### config.mk
export PLATFORM = sky130hd
export DESIGN_NAME = uart_sender_fifo
export DESIGN_NICKNAME = d
export VERILOG_FILES = /design/src/rtl/uart_sender_fifo.sv
export SDC_FILE = /design/constraint.sdc
export NUM_CORES = 1
export LEC_CHECK = 0
export CAP_MARGIN = 0
export CORE_MARGIN = 2
export CORE_UTILIZATION = 50
export CTS_CLUSTER_DIAMETER = 30
export DETAILED_ROUTE_END_ITERATION = 16
export MAX_ROUTING_LAYER = met4
export PLACE_DENSITY = 0.78
export SETUP_SLACK_MARGIN = 0.15
export SYNTH_ARGS = -nofsm -noshare
export SYNTH_HDL_FRONTEND = slang
export SYNTH_SLANG_ARGS = --single-unit
### constraint.sdc
create_clock -name sysclk -period 6.91 [get_ports sysclk]
set_input_delay 1.0365 -clock sysclk [delete_from_list [all_inputs] [get_ports sysclk]]
set_output_delay 1.0365 -clock sysclk [all_outputs]
set_load 0.05 [all_outputs]
### src/rtl/uart_sender_fifo.sv
// UART transmitter with an integrated bit-period divider and a TX FIFO.
// Parity mode, data width and stop-bit count are set by parameters.
module uart_sender_fifo #(
  parameter int CLK_HZ     = 100000000,
  parameter int BAUD       = 9600,
  parameter int DATA_BITS  = 8,
  parameter int PARITY     = 0,
  parameter int STOP_BITS  = 1,
  parameter int FIFO_DEPTH = 4
) (
  input  logic                          sysclk,
  input  logic                          reset,
  input  logic [DATA_BITS-1:0]          TX_DATA,
  input  logic                          TX_EN,
  output logic                          UART_TX,
  output logic                          TX_STATUS,
  output logic                          TX_BUSY,
  output logic [$clog2(FIFO_DEPTH):0]   TX_COUNT,
  output logic                          TX_OVF
);
  localparam int DIV = CLK_HZ / BAUD;
  localparam int DW  = $clog2(DIV);
  localparam int AW  = $clog2(FIFO_DEPTH);
  localparam int CW  = AW + 1;
  localparam int BW  = $clog2(DATA_BITS + 1);

  localparam logic [DW-1:0] DIV_LAST  = DW'(DIV - 1);
  localparam logic [BW-1:0] DATA_LAST = BW'(DATA_BITS - 1);
  localparam logic [BW-1:0] STOP_LAST = BW'(STOP_BITS - 1);
  localparam logic [CW-1:0] FULL      = CW'(FIFO_DEPTH);

  typedef enum logic [2:0] {S_IDLE, S_START, S_DATA, S_PAR, S_STOP} state_t;

  // FIFO
  logic [DATA_BITS-1:0] mem [FIFO_DEPTH];
  logic [AW-1:0]        wr_ptr, rd_ptr;
  logic [CW-1:0]        count;
  logic                 ovf;
  logic                 push, pop;
  logic [DATA_BITS-1:0] head;
  logic                 par_calc;

  assign push     = TX_EN && (count != FULL);
  assign head     = mem[rd_ptr];
  assign par_calc = (PARITY == 2) ? ~(^head) : ^head;

  always_ff @(posedge sysclk) begin
    if (push) mem[wr_ptr] <= TX_DATA;
  end

  always_ff @(posedge sysclk or posedge reset) begin
    if (reset) begin
      wr_ptr <= '0;
      rd_ptr <= '0;
      count  <= '0;
      ovf    <= 1'b0;
    end else begin
      if (push) wr_ptr <= wr_ptr + AW'(1);
      if (pop)  rd_ptr <= rd_ptr + AW'(1);
      // Full is judged on the pre-edge count, so a same-edge pop never rescues a push.
      if (TX_EN && !push) ovf <= 1'b1;
      case ({push, pop})
        2'b10:   count <= count + CW'(1);
        2'b01:   count <= count - CW'(1);
        default: ;
      endcase
    end
  end

  // Frame sequencer
  state_t               state, state_n;
  logic [DW-1:0]        div, div_n;
  logic [BW-1:0]        bit_cnt, bit_n;
  logic [DATA_BITS-1:0] shreg, sh_n;
  logic                 par_bit, par_n;
  logic                 tx, tx_n;
  logic                 busy, busy_n;
  logic                 tick, load;

  always_ff @(posedge sysclk or posedge reset) begin
    if (reset) begin
      state   <= S_IDLE;
      div     <= '0;
      bit_cnt <= '0;
      shreg   <= '0;
      par_bit <= 1'b0;
      tx      <= 1'b1;
      busy    <= 1'b0;
    end else begin
      state   <= state_n;
      div     <= div_n;
      bit_cnt <= bit_n;
      shreg   <= sh_n;
      par_bit <= par_n;
      tx      <= tx_n;
      busy    <= busy_n;
    end
  end

  always_comb begin
    state_n = state;
    div_n   = div;
    bit_n   = bit_cnt;
    sh_n    = shreg;
    par_n   = par_bit;
    tx_n    = tx;
    busy_n  = busy;
    load    = 1'b0;
    tick    = (div == DIV_LAST);
    if (state != S_IDLE) div_n = tick ? '0 : div + DW'(1);
    case (state)
      S_IDLE: if (count != '0) load = 1'b1;
      S_START: if (tick) begin
        state_n = S_DATA;
        tx_n    = shreg[0];
        sh_n    = shreg >> 1;
        bit_n   = '0;
      end
      S_DATA: if (tick) begin
        if (bit_cnt == DATA_LAST) begin
          bit_n = '0;
          if (PARITY != 0) begin
            state_n = S_PAR;
            tx_n    = par_bit;
          end else begin
            state_n = S_STOP;
            tx_n    = 1'b1;
          end
        end else begin
          bit_n = bit_cnt + BW'(1);
          tx_n  = shreg[0];
          sh_n  = shreg >> 1;
        end
      end
      S_PAR: if (tick) begin
        state_n = S_STOP;
        tx_n    = 1'b1;
        bit_n   = '0;
      end
      S_STOP: if (tick) begin
        if (bit_cnt == STOP_LAST) begin
          // Chain straight into the next start bit when a word is waiting.
          if (count != '0) begin
            load = 1'b1;
          end else begin
            state_n = S_IDLE;
            busy_n  = 1'b0;
            bit_n   = '0;
          end
        end else begin
          bit_n = bit_cnt + BW'(1);
        end
      end
      default: state_n = S_IDLE;
    endcase
    if (load) begin
      sh_n    = head;
      par_n   = par_calc;
      state_n = S_START;
      tx_n    = 1'b0;
      busy_n  = 1'b1;
      div_n   = '0;
      bit_n   = '0;
    end
  end

  assign pop       = load;
  assign UART_TX   = tx;
  assign TX_BUSY   = busy;
  assign TX_COUNT  = count;
  assign TX_STATUS = (count != FULL);
  assign TX_OVF    = ovf;
endmodule

==> results.sh <==
export IMPL_p_clk_share_pct=26.4
export IMPL_path_clk_slew_ns=0.07
export IMPL_seq_power_share_pct=46.2
export IMPL_clockBufferDepth=2
export IMPL_start_util_pct=52.16
export IMPL_setup_violations_final=0
export IMPL_cap_violations=0
export IMPL_grt_ovfl_total=0
export IMPL_layout_commonest_cell="dfrtp_1"
export IMPL_setup_tns_ns=0
export IMPL_clock_latency_ns=0.35
export IMPL_fmax_mhz=297.9
export IMPL_gr_usage_all_layers_pct=18.81
export IMPL_grt_pass1_vias=2149
export IMPL_status="complete, no violations"
export IMPL_fin_worst_skew_ns=0.009996
export IMPL_max_slew_margin_pct=56.05
export IMPL_htreeDepth=3
export IMPL_antenna_found_initial=0
export IMPL_final_hold_violation_count=0
export IMPL_cts_buffers=9
export IMPL_pin_count=18
export IMPL_rows=29
export IMPL_p_leak_nw=1.468
export IMPL_port_buffers=17
export IMPL_min_period_ns=3.357
export IMPL_path_class="flop to flop"
export IMPL_coreArea_um2=6386
export IMPL_avgViaCountPerCell=5.703
export IMPL_synth_yosys_seq_area_share_pct=58.19
export IMPL_power_frac_comb_pct=27.3
export IMPL_die_h_um=85.62
export IMPL_ys_types=53
export IMPL_ys_warn_count=0
export IMPL_tritoncts="yes"
export IMPL_cts_root_buf="clkbuf_8"
export IMPL_firstDrtPassIters=5
export IMPL_synthArstFlopShare_pct=54.93
export IMPL_die_area_um2=7330
export IMPL_power_density_nw_per_um2=368.6
export IMPL_nets=305
export IMPL_cts_resized=0
export IMPL_drive_gt1_share_pct=15.52
export IMPL_synth_seq_cells=71
export IMPL_wl_met3_um=235
export IMPL_internal_power_w=0.0009243
export IMPL_p_sw_w=0.0004657
export IMPL_dr_wl_met2_mm=2.865
export IMPL_sw_frac_of_total_pct=33.51
export IMPL_setup_slack_ns=3.553
export IMPL_hold_path_class="flop to flop"
export IMPL_drcViolationCount=0
export IMPL_rsz0062_at_grt="false"
export IMPL_synthFlopType="dfrtp_1"
export IMPL_wl_met1_mm=2.678
export IMPL_hpwlAfterDp_mm=3.922
export IMPL_synth_cells=264
export IMPL_cts_hold_buf=0
export IMPL_cp_max_fo=23
export IMPL_final_cell_mix="38 x dfrtp_1, 32 x edfxtp_1, 26 x nor2_1, 19 x nand2_1, 17 x clkdlybuf4s50_1"
export IMPL_start_kind="flop"
export IMPL_avgSynthCellArea_um2=12.62
export IMPL_routed_wl_mm=5.862
export IMPL_drv_slew=0
export IMPL_drtIter0Drc=110
export IMPL_gp_congestion=0.8942
export IMPL_grt_max_degree=40
export IMPL_synth_fp_nets=284
export IMPL_drtAntennaViolNets=0
export IMPL_worstMarginPinSlew_ns=0.6534
export IMPL_die_x_um=85.62
export IMPL_top_layer_used="met4"
export IMPL_clock_sink_count=71
export IMPL_num_vias=2093
export IMPL_avgRoutedWirePerCell_um=15.97
export IMPL_n_antenna_cell=0
export IMPL_finalCritPeriodShare_pct=48.58
export IMPL_peakVddDrop_mv=0.2543
export IMPL_cp_end_kind="flop"
export IMPL_syn_area_um2=3331
export IMPL_synth_enable_flop_cells=32
export IMPL_arrival_ns=3.62
export IMPL_cp_data_required_time_ns=7.18
export IMPL_post_cts_buffers=0
export IMPL_grt_pass1_wl_mm=10.18
export IMPL_pre_cts_slack_ns=3.633
export IMPL_area_growth_pct=13.22
## power by group through the flow
stage          Combinational, W  Sequential [W]  Clock (W)
6_report               0.000380        0.000643   0.000367
5_1_grt                0.000420        0.000658   0.000391
4_1_cts                0.000386        0.000643   0.000372
3_5_place_dp           0.000386        0.000650          0
3_3_place_gp           0.000371        0.000646          0
2_1_floorplan          0.000282        0.000645          0
## layout make-up
type,count,area [um^2]
Clock buffer,9,123.9
Clock inverter,7,96.34
Fill cell,513,2615
Inverter,12,45.04
Multi-Input combinational cell,172,1286
Sequential cell,71,1938
Tap cell,77,96.34
Timing Repair Buffer,19,185.2
## Yosys cell counts, types with 3 or more instances
| cell | n | share of area, % |
|---|---|---|
| nand2_1 | 19 | 2.1 |
| mux4_2 | 8 | 5.4 |
| xnor2_1 | 8 | 2.1 |
| a21oi_1 | 6 | 0.90 |
| inv_1 | 12 | 1.4 |
| a21o_1 | 4 | 0.90 |
| nand2b_1 | 4 | 0.75 |
| nor2_1 | 26 | 2.9 |
| xor2_1 | 9 | 2.4 |
| dfrtp_1 | 38 | 29 |
| or3_2 | 4 | 0.90 |
| edfxtp_1 | 32 | 29 |
| mux2i_1 | 3 | 0.90 |
| a22o_1 | 4 | 1.1 |
| nor3_1 | 3 | 0.45 |
| and3_1 | 6 | 1.1 |
| o21ai_0 | 13 | 2.0 |
| ha_1 | 8 | 3.0 |
| nand3_1 | 9 | 1.4 |
| nand4_1 | 5 | 0.94 |
## layer usage
layer	vias to the layer above	GRT usage, %
li1	1004	-
met1	1030	24.58
met2	51	28.55
met3	8	5.294
met4	0	6.494
met5	-	-
## cell families (layout without fill, tap and decap cells)
family	count (synthesis)	after routing	synth area share, %
AND/OR/NAND/NOR	94	94	15.59
flip-flops	71	71	58.19
AO/OA/AOI/OAI	39	39	7.964
buffers and inverters	21	47	3.193
XOR/XNOR	17	17	4.471
multiplexers	13	13	6.987
adder cells (fa/ha/maj)	9	9	3.606
## per-stage QoR
step / instance area (um^2) / util (%) / cells / power, W / hold WS, ns
3_5_place_dp: 3551 / 55.60 / 351 / 0.001036 / 0.4628
2_1_floorplan: 3331 / - / 264 / 0.0009265 / 0.4489
6_report: 3771 / 59.05 / 367 / 0.001390 / 0.4771
3_3_place_gp: 3551 / 55.60 / 351 / 0.001017 / 0.4559
4_1_cts: 3771 / 59.05 / 367 / 0.001401 / 0.4803
5_1_grt: 3771 / 59.05 / 367 / 0.001468 / 0.4945
## worst max-delay path, cell delays in order (launching register included)
cell	delay [ns]
dfrtp_1	0.41
or4b_4	0.57
or4_4	0.55
o21ai_4	0.52
ha_1	0.32
inv_1	0.09
fa_1	0.37
xor2_1	0.15
nor2_1	0.13
xor2_1	0.16
## worst paths after layout
path                         from     endpoint  slack (ns)  cells past startpoint
hold / removal             TX_OVF       TX_OVF        0.48                      1
max in group asynchronous   reset      UART_TX        5.44                      3
setup / recovery           div[8]  TX_COUNT[2]        3.55                      9
min in group asynchronous   reset      div[11]        1.10                      3
hold reg to reg            TX_OVF       TX_OVF        0.48                      1
setup reg to reg           div[8]  TX_COUNT[2]        3.55                      9
## state kept, by name, summed over array words and instances, names as in the netlist, 2 cells and up
| register | flops |
|---|---|
| div | 14 |
| TX_COUNT | 3 |
| bit_cnt | 4 |
| rd_ptr | 2 |
| state | 3 |
| shreg | 8 |
| mem | 32 |
| wr_ptr | 2 |
Note: power is estimated with default switching activity, not from simulation.
